[config.mk]
export PLATFORM = sky130hd
export DESIGN_NAME = sudoku_grid_unloader
export DESIGN_NICKNAME = d
export VERILOG_FILES = /design/src/rtl/sudoku_pkg.sv /design/src/rtl/sudoku_out_fifo.sv /design/src/rtl/sudoku_grid_unloader.sv
export SDC_FILE = /design/constraint.sdc
export NUM_CORES = 1
export LEC_CHECK = 0
export CORE_UTILIZATION = 40
export CTS_CLUSTER_SIZE = 12
export DETAILED_ROUTE_END_ITERATION = 10
export DONT_BUFFER_PORTS = 1
export PLACE_DENSITY = 0.52
export SYNTH_ARGS = -nofsm -noshare
export SYNTH_HDL_FRONTEND = slang
export SYNTH_SLANG_ARGS = --single-unit
export TNS_END_PERCENT = 1
[constraint.sdc]
create_clock -name clk -period 7.4 [get_ports clk]
set_input_delay 0.74 -clock clk [delete_from_list [all_inputs] [get_ports clk]]
set_output_delay 0.74 -clock clk [all_outputs]
set_load 0.02 [all_outputs]
[src/rtl/sudoku_pkg.sv]
// Shared definitions for the sudoku grid read-out path.
// Holds the grid geometry constants, the unloader state encoding, the
// stream beat payload layout and the cell-value integrity test.
package sudoku_pkg;

    localparam int CELLS    = 81;
    localparam int GRID_DIM = 9;
    localparam int DATA_W   = 4;
    localparam int ADDR_W   = 7;
    localparam int TAG_W    = 4;

    typedef enum logic [1:0] {
        ST_IDLE  = 2'd0,
        ST_RUN   = 2'd1,
        ST_DRAIN = 2'd2,
        ST_DONE  = 2'd3
    } unload_state_t;

    typedef struct packed {
        logic [DATA_W-1:0] data;
        logic [TAG_W-1:0]  row;
        logic [TAG_W-1:0]  col;
        logic              last;
    } beat_t;

    localparam int BEAT_W = $bits(beat_t);

    // A solved cell must hold 1..9; anything else means the solve is corrupt.
    function automatic logic cell_invalid(input logic [DATA_W-1:0] value);
        return (value == '0) || (value > DATA_W'(9));
    endfunction

endpackage

[src/rtl/sudoku_out_fifo.sv]
// Two-entry synchronous fifo buffering returned cell beats for the stream.
// Ports:
//   clk, rst_n   clock, asynchronous active-low reset
//   clr          synchronous flush (pointers and count to zero)
//   push/wr_data write one entry (caller guarantees not full)
//   pop          consume head entry (caller guarantees not empty)
//   rd_data      head entry, valid whenever count != 0
//   count        number of stored entries, 0..2
module sudoku_out_fifo #(
    parameter int WIDTH = 13
) (
    input  logic             clk,
    input  logic             rst_n,
    input  logic             clr,
    input  logic             push,
    input  logic [WIDTH-1:0] wr_data,
    input  logic             pop,
    output logic [WIDTH-1:0] rd_data,
    output logic [1:0]       count
);

    logic [WIDTH-1:0] mem_q [2];
    logic             wr_ptr_q;
    logic             rd_ptr_q;
    logic [1:0]       count_q;

    // Storage is reset so the head reads as zero straight out of reset.
    always_ff @(posedge clk or negedge rst_n) begin
        if (!rst_n) begin
            mem_q[0] <= '0;
            mem_q[1] <= '0;
            wr_ptr_q <= 1'b0;
            rd_ptr_q <= 1'b0;
            count_q  <= 2'd0;
        end else if (clr) begin
            wr_ptr_q <= 1'b0;
            rd_ptr_q <= 1'b0;
            count_q  <= 2'd0;
        end else begin
            if (push) begin
                mem_q[wr_ptr_q] <= wr_data;
                wr_ptr_q        <= ~wr_ptr_q;
            end
            if (pop) begin
                rd_ptr_q <= ~rd_ptr_q;
            end
            count_q <= count_q + {1'b0, push} - {1'b0, pop};
        end
    end

    assign rd_data = mem_q[rd_ptr_q];
    assign count   = count_q;

endmodule

[src/rtl/sudoku_grid_unloader.sv]
// Streams the solved 81-cell grid out of the cell memory after the solver
// finishes, tagging each beat with its row/column and flagging cells that
// are not 1..9.
// Ports:
//   clk, rst_n                 clock, asynchronous active-low reset
//   i_done, i_replay           pass start (rising edge) / restart from DONE
//   o_mem_rden, o_mem_rdaddr   memory read request (data returns next cycle)
//   i_mem_rddata               memory read data
//   o_valid, i_ready           stream handshake
//   o_data, o_row, o_col, o_last  stream payload
//   o_busy, o_unload_done, o_err  status
module sudoku_grid_unloader
    import sudoku_pkg::*;
(
    input  logic              clk,
    input  logic              rst_n,
    input  logic              i_done,
    input  logic              i_replay,
    output logic              o_mem_rden,
    output logic [ADDR_W-1:0] o_mem_rdaddr,
    input  logic [DATA_W-1:0] i_mem_rddata,
    output logic              o_valid,
    input  logic              i_ready,
    output logic [DATA_W-1:0] o_data,
    output logic [TAG_W-1:0]  o_row,
    output logic [TAG_W-1:0]  o_col,
    output logic              o_last,
    output logic              o_busy,
    output logic              o_unload_done,
    output logic              o_err
);

    localparam logic [ADDR_W-1:0] LAST_ADDR = ADDR_W'(CELLS - 1);
    localparam logic [TAG_W-1:0]  LAST_COL  = TAG_W'(GRID_DIM - 1);

    unload_state_t     state_q, state_d;
    logic              i_done_q;
    logic              done_rise;
    logic              enter_run;
    logic              issue;
    logic              pop;
    logic [2:0]        occupancy;
    logic [1:0]        fifo_count;
    logic [ADDR_W-1:0] rd_addr_q;
    logic [TAG_W-1:0]  iss_row_q;
    logic [TAG_W-1:0]  iss_col_q;
    logic              vld_p1;
    logic [TAG_W-1:0]  row_p1;
    logic [TAG_W-1:0]  col_p1;
    logic              last_p1;
    beat_t             beat_p2;
    beat_t             head;
    logic              err_q;

    assign done_rise = i_done && !i_done_q;
    assign pop       = o_valid && i_ready;

    // Entries already owed to the fifo (stored + in flight) after this
    // cycle's pop; keeping this below 2 means a return always has room.
    assign occupancy = {1'b0, fifo_count} + {2'b00, vld_p1} - {2'b00, pop};
    assign issue     = (state_q == ST_RUN) && (occupancy < 3'd2);

    always_ff @(posedge clk or negedge rst_n) begin
        if (!rst_n) begin
            state_q  <= ST_IDLE;
            i_done_q <= 1'b0;
        end else begin
            state_q  <= state_d;
            i_done_q <= i_done;
        end
    end

    always_comb begin
        state_d   = state_q;
        enter_run = 1'b0;
        case (state_q)
            ST_IDLE: begin
                if (done_rise) begin
                    state_d   = ST_RUN;
                    enter_run = 1'b1;
                end
            end
            ST_RUN: begin
                if (issue && (rd_addr_q == LAST_ADDR)) begin
                    state_d = ST_DRAIN;
                end
            end
            ST_DRAIN: begin
                if (pop && head.last) begin
                    state_d = ST_DONE;
                end
            end
            ST_DONE: begin
                if (i_replay) begin
                    state_d   = ST_RUN;
                    enter_run = 1'b1;
                end
            end
            default: state_d = ST_IDLE;
        endcase
    end

    // ---- p0: read issue (address and row/col walk) ----
    always_ff @(posedge clk or negedge rst_n) begin
        if (!rst_n) begin
            rd_addr_q <= '0;
            iss_row_q <= '0;
            iss_col_q <= '0;
        end else if (enter_run) begin
            rd_addr_q <= '0;
            iss_row_q <= '0;
            iss_col_q <= '0;
        end else if (issue) begin
            // Address saturates at the last cell and holds outside RUN.
            if (rd_addr_q != LAST_ADDR) begin
                rd_addr_q <= rd_addr_q + 1'b1;
            end
            if (iss_col_q == LAST_COL) begin
                iss_col_q <= '0;
                iss_row_q <= iss_row_q + 1'b1;
            end else begin
                iss_col_q <= iss_col_q + 1'b1;
            end
        end
    end

    // ---- p1: read in flight, tags wait for the memory data ----
    always_ff @(posedge clk or negedge rst_n) begin
        if (!rst_n) begin
            vld_p1 <= 1'b0;
        end else begin
            // enter_run and issue never coincide, so this also clears on entry.
            vld_p1 <= issue;
        end
    end

    always_ff @(posedge clk) begin
        if (issue) begin
            row_p1  <= iss_row_q;
            col_p1  <= iss_col_q;
            last_p1 <= (rd_addr_q == LAST_ADDR);
        end
    end

    // ---- p2: returned beat enters the output fifo ----
    always_comb begin
        beat_p2      = '0;
        beat_p2.data = i_mem_rddata;
        beat_p2.row  = row_p1;
        beat_p2.col  = col_p1;
        beat_p2.last = last_p1;
    end

    sudoku_out_fifo #(
        .WIDTH (BEAT_W)
    ) u_out_fifo (
        .clk     (clk),
        .rst_n   (rst_n),
        .clr     (enter_run),
        .push    (vld_p1),
        .wr_data (beat_p2),
        .pop     (pop),
        .rd_data (head),
        .count   (fifo_count)
    );

    always_ff @(posedge clk or negedge rst_n) begin
        if (!rst_n) begin
            err_q <= 1'b0;
        end else if (enter_run) begin
            err_q <= 1'b0;
        end else if (pop && cell_invalid(head.data)) begin
            err_q <= 1'b1;
        end
    end

    assign o_mem_rden    = issue;
    assign o_mem_rdaddr  = rd_addr_q;
    assign o_valid       = (fifo_count != 2'd0);
    assign o_data        = head.data;
    assign o_row         = head.row;
    assign o_col         = head.col;
    assign o_last        = head.last;
    assign o_busy        = (state_q == ST_RUN) || (state_q == ST_DRAIN);
    assign o_unload_done = (state_q == ST_DONE);
    assign o_err         = err_q;

endmodule

## Word level (Yosys, flattened, before mapping)

Cells that the tools add are included.

- Bits in registers: 59
- Output and inout bits: 25
- Word-level logic and storage cells: 95

- $add $sub $neg: 7
- $lt $le $gt $ge: 5
- Equal/unequal tests: 10
- Multiplexer cells: 30
- Bitwise logic cells: 5
- Reduce and logical (&&, ||, !) cells: 23

Operators with widths:

| operator | number |
|---|---|
| two-way mux 13 bit | 4 |
| bitwise mux 26 bit | 1 |
| two-way mux 4 bit | 6 |
| two-way mux 7 bit | 3 |
| nonzero test 2 bit | 7 |
| demux 13 bit (select 1 bit) | 1 |
| two-way mux 2 bit | 5 |
| adder 4 x 1 -> 4 bit, second input constant | 2 |
| two-way mux 1 bit | 8 |
| inequality test 2 bit, second input constant | 4 |
| one-hot mux 2 bit (4 select lines) | 1 |
| adder 7 x 1 -> 7 bit, second input constant | 1 |
| == test 7 bit, second input constant | 1 |
| logical AND 1 bit | 7 |
| inequality test 7 bit, second input constant | 1 |
| AND reduction 2 bit | 3 |
| == test 2 bit, second input constant | 2 |
| == test 4 bit, second input constant | 1 |
| >= comparator 2 bit, second input constant | 2 |
| greater-than comparator 4 bit, second input constant | 1 |
| zero test 4 bit | 1 |
| inverter 1 -> 2 bit | 2 |
| AND reduction 4 bit | 1 |
| adder 2 x 1 -> 3 bit | 1 |
| other kinds (11) | 14 |

## Logic depth before layout (Yosys ltp)

Gate-level depths: netlist of the first run.

- Word-level depth: 9
- Gate-level depth with buffers: 14
- Mapped depth without buffers: 13

## By module

A second synthesis of the first run with hierarchy kept.

- Cells, all modules: 223
- Area, all modules: 2,816.5 sq um

By module, submodules not included:

| module | times used | cells an instance | area an instance (sq um) |
|---|---|---|---|
| sudoku_grid_unloader | 1 | 138 | 1,470.2 |
| sudoku_out_fifo | 1 | 85 | 1,346.3 |

## Least setup slack after synthesis of the first run

Ideal clock, no wire load.

- Path kind: reg-to-output
- From: register u_out_fifo.count_q[1], in the netlist u_out_fifo.count[1]
- To: output o_mem_rden
- Arrival: 2,914 ps
- Setup slack: 3,746 ps
- Cell stages (with the launch flop): 13
- Path buffers: 1
- Path through: dfrtp_1 > or2_2 > nand2_1 > inv_1 > ha_1 > inv_1 > ha_1 > inv_1 > fa_1 > nand2_1 > clkbuf_1 > or2_2 > inv_1

- Longest elaborated chain between the ends: 5
- Elaborated cells between the ends (all ways): 6
- Classes of those cells: add/sub: 2; order compare: 1; reduce/logical: 3

Ends and longest elaborated chain:

| what | RTL line | text |
|---|---|---|
| start: declaration | sudoku_out_fifo.sv:25 | `logic [1:0] count_q;` |
| start signal: assignment | sudoku_out_fifo.sv:47 | `count_q <= count_q + {1'b0, push} - {1'b0, pop};` |
| nonzero test 2 bit | sudoku_grid_unloader.sv:179 | `assign o_valid = (fifo_count != 2'd0);` |
| via o_valid | sudoku_grid_unloader.sv:22 | `output logic o_valid,` |
| logical AND 1 bit | sudoku_grid_unloader.sv:56 | `assign pop = o_valid && i_ready;` |
| subtractor 3 x 1 -> 3 bit | sudoku_grid_unloader.sv:60 | `assign occupancy = {1'b0, fifo_count} + {2'b00, vld_p1} - {2'b00, pop};` |
| less-than comparator 3 x 2 -> 1 bit | sudoku_grid_unloader.sv:61 | `assign issue = (state_q == ST_RUN) && (occupancy < 3'd2);` |
| logical AND 1 bit | sudoku_grid_unloader.sv:61 |  |
| end: declaration | sudoku_grid_unloader.sv:19 | `output logic o_mem_rden,` |

The timed path passes the listed nets, and every way through them passes these cells.

## Worst setup path after layout of the first run

Same ends and word-level chain as after synthesis.

==> run summary, run 1 <==
Setup TNS = 0 ps
Leak Pwr = 1.30 nW
CP peak stage delay = 500 ps
Synth warn = 0
Area growth syn-to-layout = 10.3%
DRT antenna net count = 0
Max clock buf depth = 2
DRT Pass-1 Iters = 3
Initial antenna violation count = 0
DIE AREA = 7270 um^2
Delay-heaviest family, CP = simple AND/OR/NAND/NOR gates
Port bufs = 0
Syn Inst Count = 221
Multi-input gate area = 1160 um^2
Worst path most repeated cell = inv_1
Final worst-path cycle share = 57.6%
Initial core utilization = 42.5%
Resized Gates After CTS = 0
Largest net degree at the start of global routing = 51
Clock latency on the worst-skew pair = 330 ps
Gpl congestion = 0.845
Synth area leader = dfrtp_1
Achievable frequency = 234 MHz
Antenna Cells = 0
Rel. slew slack = 21.5%
Detailed Route WL = 5.07 mm
Hold slack = 96.5 ps
Slew Viols, Final = 0
# clock sinks = 59
Synthesis-stage register bit count = 59
CTS buffer count = 9
Avg Cell Area, Syn = 12.6 um^2
Post-CTS Setup Repair Bufs = 0
H-tree lvl count = 3
Worst Path Arrival = 3530 ps
Vias in the first global route = 1777
Endpoints failing setup = 0
Total of max-cap violations = 0
Reg2reg setup slack = 3820 ps
Setup crit start kind = register
Fin crit period = 4270 ps
Class of the worst hold path = in -> async
Req. time, crit path = 6660 ps
Critical path, cell by cell = or2_2 > nand2_1 > inv_1 > ha_1 > inv_1 > ha_1 > inv_1 > fa_1 > nand2_1 > or2_2 > inv_1
Mapped Area = 2770 um^2
Critical Path Fanout Max = 14
Yosys top cell area share = 45.1%
Overall global routing resource usage = 15.8%
Total area of sequential cells = 1520 um^2
FF-to-FF End = iss_col_q[2]
DIE WIDTH = 85.3 um
Slew @ Worst Pin = 1170 ps
Site Rows = 29
CTS Hold Buffers Added = 0
Ports = 34
Cell variety after synth = 33
Share of layout cells above drive strength 1 = 28.6%
Clk_skew = 6.90 ps
Area after detailed placement = 2850 um^2
Crit Path Class = reg -> out
Initial DRC count = 18
Via density = 5.39
Dpl hpwl = 3.47 mm
Core Area = 6530 um^2
Synth top area cells = dfrtp_1 (45%), mux2_2 (16%), edfxtp_1 (9.7%)
Final Hold Viols = 0
First-pass GRT wire length = 8.60 mm
GR Overflow Total = 0
Status = complete, no violations
Largest vdd supply drop = 0.000182 V
DRC = 0
Die Ht = 85.3 um
Power per cell area = 472 nW/um^2
Reg2reg start = u_out_fifo.count[1]
CTS tree = yes
Wire per inst = 16.5 um
Crit path capture type = primary output
Layout Cell Area excl Fill = 3060 um^2
RSZ-0062 raised after global routing = no
Slowest CP cell = fa_1
Filler cells = 591
Register area share after synthesis = 54.8%
Nets = 248
Reg2Reg Depth = 13
Via count = 1661
Reg clk slew, reported paths = 60 ps
Buf/Inv on CP = 4
Syn nets = 243
CTS root buf = clkbuf_8
## cell usage after synthesis, drive strengths merged
| library cell | number |
|---|---|
| o2111ai | 1 |
| ha | 12 |
| nor4 | 5 |
| nand2 | 10 |
| edfxtp | 9 |
| mux2 | 40 |
| o21ba | 1 |
| nand4 | 1 |
| mux2i | 3 |
| or4 | 1 |
| xnor2 | 9 |
| or2 | 2 |
| nor3b | 1 |
| xor2 | 2 |
| fa | 1 |
| nand3 | 5 |
| nor4b | 1 |
| a31o | 2 |
| inv | 17 |
| nand3b | 2 |
| nor2 | 17 |
| a211oi | 2 |
| and2 | 2 |
| dfrtp | 50 |
| o41ai | 1 |
| nor2b | 1 |
| clkbuf | 4 |
| o21ai | 5 |
| a21oi | 7 |
| buf | 3 |
| nor3 | 3 |
| or4b | 1 |
## state kept, by name, indices dropped and copies added (netlist names), 2 cells and up
| signal | cells |
|---|---|
| col_p1 | 4 |
| iss_col_q | 4 |
| iss_row_q | 4 |
| o_mem_rdaddr | 7 |
| row_p1 | 4 |
| state_q | 2 |
| u_out_fifo.count | 2 |
| u_out_fifo.mem_q | 26 |
## worst max path at each step
stage	slack (ps)	startpoint	endpoint	cells past startpoint
finish	3130	u_out_fifo.count[1]	o_mem_rden	11
global route	2890	u_out_fifo.count[1]	o_mem_rden	11
CTS	3100	u_out_fifo.count[1]	o_mem_rden	11
detailed placement	3470	u_out_fifo.count[1]	o_mem_rden	11
global placement	3570	u_out_fifo.count[1]	o_mem_rden	11
floorplan	3750	u_out_fifo.count[1]	o_mem_rden	12
## stage by stage
stage	power, mW	cells	utilization [%]	setup slack [ps]
2_1_floorplan	1.05	221	-	3750
3_3_place_gp	1.13	292	43.7	3570
3_5_place_dp	1.16	292	43.7	3470
4_1_cts	1.46	308	46.9	3100
5_1_grt	1.55	308	46.9	2890
6_report	1.45	308	46.9	3130
## routing by layer
metal	up-vias	wire [um]	GRT usage, %
met5	-	0	0
met4	0	73	7.27
met3	7	267	5.45
met2	30	2510	25.7
met1	849	2220	18.8
li1	775	-	-
## cell usage in the layout, fill, tap and decap left out, types with 7 or more instances in the layout
| cell | synthesis | layout |
|---|---|---|
| xnor2_1 | 9 | 9 |
| nand2_1 | 10 | 10 |
| ha_1 | 12 | 12 |
| inv_1 | 17 | 17 |
| mux2_2 | 39 | 39 |
| dfrtp_1 | 50 | 50 |
| a21oi_1 | 7 | 7 |
| nor2_1 | 17 | 17 |
| edfxtp_1 | 9 | 9 |
| clkbuf_8 | 0 | 12 |
## report_power, final
group	switching, mW	total (mW)	internal, mW
Clock	0.124	0.292	0.168
Sequential	0.130	0.605	0.475
Combinational	0.316	0.550	0.234
## cells by family (layout without fill, tap and decap cells)
group           count (synthesis)  after routing  synth area share [%]
compound gates                 19             19                  5.23
xor+xnor                       11             11                  3.47
fa+ha+maj                      13             13                  6.13
buf+inv                        24             34                  3.38
flops                          59             59                  54.8
mux                            43             43                  17.5
simple gates                   52             52                  9.47
## final cells by class
class	instances	share of cell area, %
Sequential cell	59	49.7
Inverter	17	2.09
Clock inverter	3	0.572
Timing Repair Buffer	1	0.245
Multi-Input combinational cell	138	38.0
Tap cell	77	3.15
Clock buffer	13	6.21
## worst register-to-register path, cell delays in order (launching register included)
cell     delay (ps)
dfrtp_1         420
or2_2           390
nand2_1         160
inv_1            60
ha_1            260
inv_1            60
ha_1            130
inv_1            40
fa_1            500
nand2_1         260
or2_2           430
inv_1           490
nand3_1         160
a21oi_1         160
No activity file was read; power rests on OpenSTA's default activity.
==> run 2, diff against run 1 <==
==> constraint.sdc (replaced) <==
create_clock -name clk -period 4.2 [get_ports clk]
set_input_delay 0.42 -clock clk [delete_from_list [all_inputs] [get_ports clk]]
set_output_delay 0.42 -clock clk [all_outputs]
set_load 0.02 [all_outputs]
==> run 2 against run 1 <==
Compared with the run above: wire length grew 3.0%; die area unchanged; sequential power is 77% higher; worst hold slack improved by 18 ps; core utilization increased by 1.1 points; via count increased by 0.30%; clock skew decreased by 0.60 ps; sequential cell count is the same; clock power increased by 94%; largest cell class unchanged.
==> run summary, run 2 (synthesized netlist as in run 1, its figures left out) <==
Fin crit period = 3810 ps
Worst path most repeated cell = inv_1
Most frequent cells in the layout = dfrtp_1 (50), mux2_2 (39), inv_1 (17), nor2_1 (17), ha_1 (12)
Status = complete, no violations
Dpl hpwl = 3.56 mm
First-pass GRT wire length = 8.79 mm
Filler cells = 568
Slew @ Worst Pin = 1080 ps
Hold slack = 115 ps
Area growth syn-to-layout = 12.9%
Biggest register = u_out_fifo.mem_q
Endpoints failing setup = 0
Achievable frequency = 262 MHz
Port bufs = 0
Final worst-path cycle share = 90.8%
Worst Path Arrival = 3390 ps
Initial core utilization = 42.5%
Initial DRC count = 51
Final Hold Viols = 0
Total of max-cap violations = 0
Setup crit start kind = register
H-tree lvl count = 3
Critical path, cell by cell = or2_2 > nand2_1 > inv_1 > ha_1 > inv_1 > ha_1 > inv_1 > fa_1 > xor2_2 > or2_2 > inv_1
Leak Pwr = 1.33 nW
Slowest CP cell = inv_1
Detailed Route WL = 5.23 mm
Nets = 252
DRT antenna net count = 0
DRT Pass-1 Iters = 5
Reg clk slew, reported paths = 60 ps
Via count = 1666
Antenna Cells = 0
Max reg flops = 26
Delay-heaviest family, CP = simple AND/OR/NAND/NOR gates
GR Overflow Total = 0
Ports = 34
Gpl congestion = 0.794
Total area of sequential cells = 1520 um^2
Largest vdd supply drop = 0.000322 V
Site Rows = 29
Power per cell area = 844 nW/um^2
Multi-input gate area = 1170 um^2
Post-CTS Setup Repair Bufs = 0
Class of the worst hold path = in -> reg
Via density = 5.34
Vias in the first global route = 1790
RSZ-0062 raised after global routing = no
# clock sinks = 59
Overall global routing resource usage = 16.0%
Req. time, crit path = 3780 ps
CTS root buf = clkbuf_8
Commonest non-fill, non-tap cell in the layout = dfrtp_1
Setup TNS = 0 ps
Share of layout cells above drive strength 1 = 28.9%
DIE AREA = 7270 um^2
CP peak stage delay = 490 ps
Clk_skew = 6.30 ps
Critical Path Fanout Max = 14
Largest net degree at the start of global routing = 51
Core Area = 6530 um^2
CTS buffer count = 9
Clock latency on the worst-skew pair = 330 ps
Slew Viols, Final = 0
Crit Path Class = reg -> out
Die Ht = 85.3 um
Max clock buf depth = 2
CTS tree = yes
Buf/Inv on CP = 4
Wire per inst = 16.8 um
Rel. slew slack = 27.4%
Initial antenna violation count = 0
Crit path capture type = primary output
DRC = 0
DIE WIDTH = 85.3 um
-- run 2: layout make-up --
| class | instances | share of cell area [%] |
|---|---|---|
| Clock buffer | 11 | 4.52 |
| Clock inverter | 5 | 2.44 |
| Inverter | 17 | 2.04 |
| Multi-Input combinational cell | 138 | 37.4 |
| Sequential cell | 59 | 48.6 |
| Tap cell | 77 | 3.08 |
| Timing Repair Buffer | 5 | 1.92 |
-- run 2: power breakdown --
part           switching, mW  internal (mW)
clock network          0.218          0.347
logic                  0.577          0.430
registers              0.231          0.837
total                   1.03           1.61
-- run 2: path summary, 6_finish.rpt --
| path | slack (ps) | start | depth (start not counted) | endpoint |
|---|---|---|---|---|
| max reg2reg | 720 | u_out_fifo.count[1] | 13 | iss_col_q[2] |
| min reg2reg | 470 | iss_row_q[3] | 0 | row_p1[3] |
| min | 110 | i_done | 0 | i_done_q |
| max in group asynchronous | 3380 | rst_n | 2 | o_mem_rdaddr[3] |
| max | 390 | u_out_fifo.count[1] | 11 | o_mem_rden |
| min in group asynchronous | 600 | rst_n | 2 | u_out_fifo.mem_q[2] |
-- run 2: per-layer routing --
metal	GRT usage (%)	up-vias	routed length, um
met5	0	-	0
met4	8.79	0	129
met3	3.89	12	238
met2	26.8	36	2510
met1	19.1	835	2350
li1	-	783	-
-- run 2: repair_timing --
item                       in CTS  in global routing
hold endpoints to repair       50                  0
gates resized for setup         0                  1
setup endpoints to repair       0                  1
hold buffers                    2                  0
-- run 2: through the flow --
stage	area (um^2)	setup slack [ps]	util, %	instances	power (mW)
finish	3130	388	47.9	312	2.64
global route	3130	200	47.9	312	2.82
CTS	3120	239	47.8	312	2.66
detailed placement	2870	588	43.9	294	2.07
global placement	2870	679	43.9	294	2.02
floorplan	2770	866	-	221	1.86
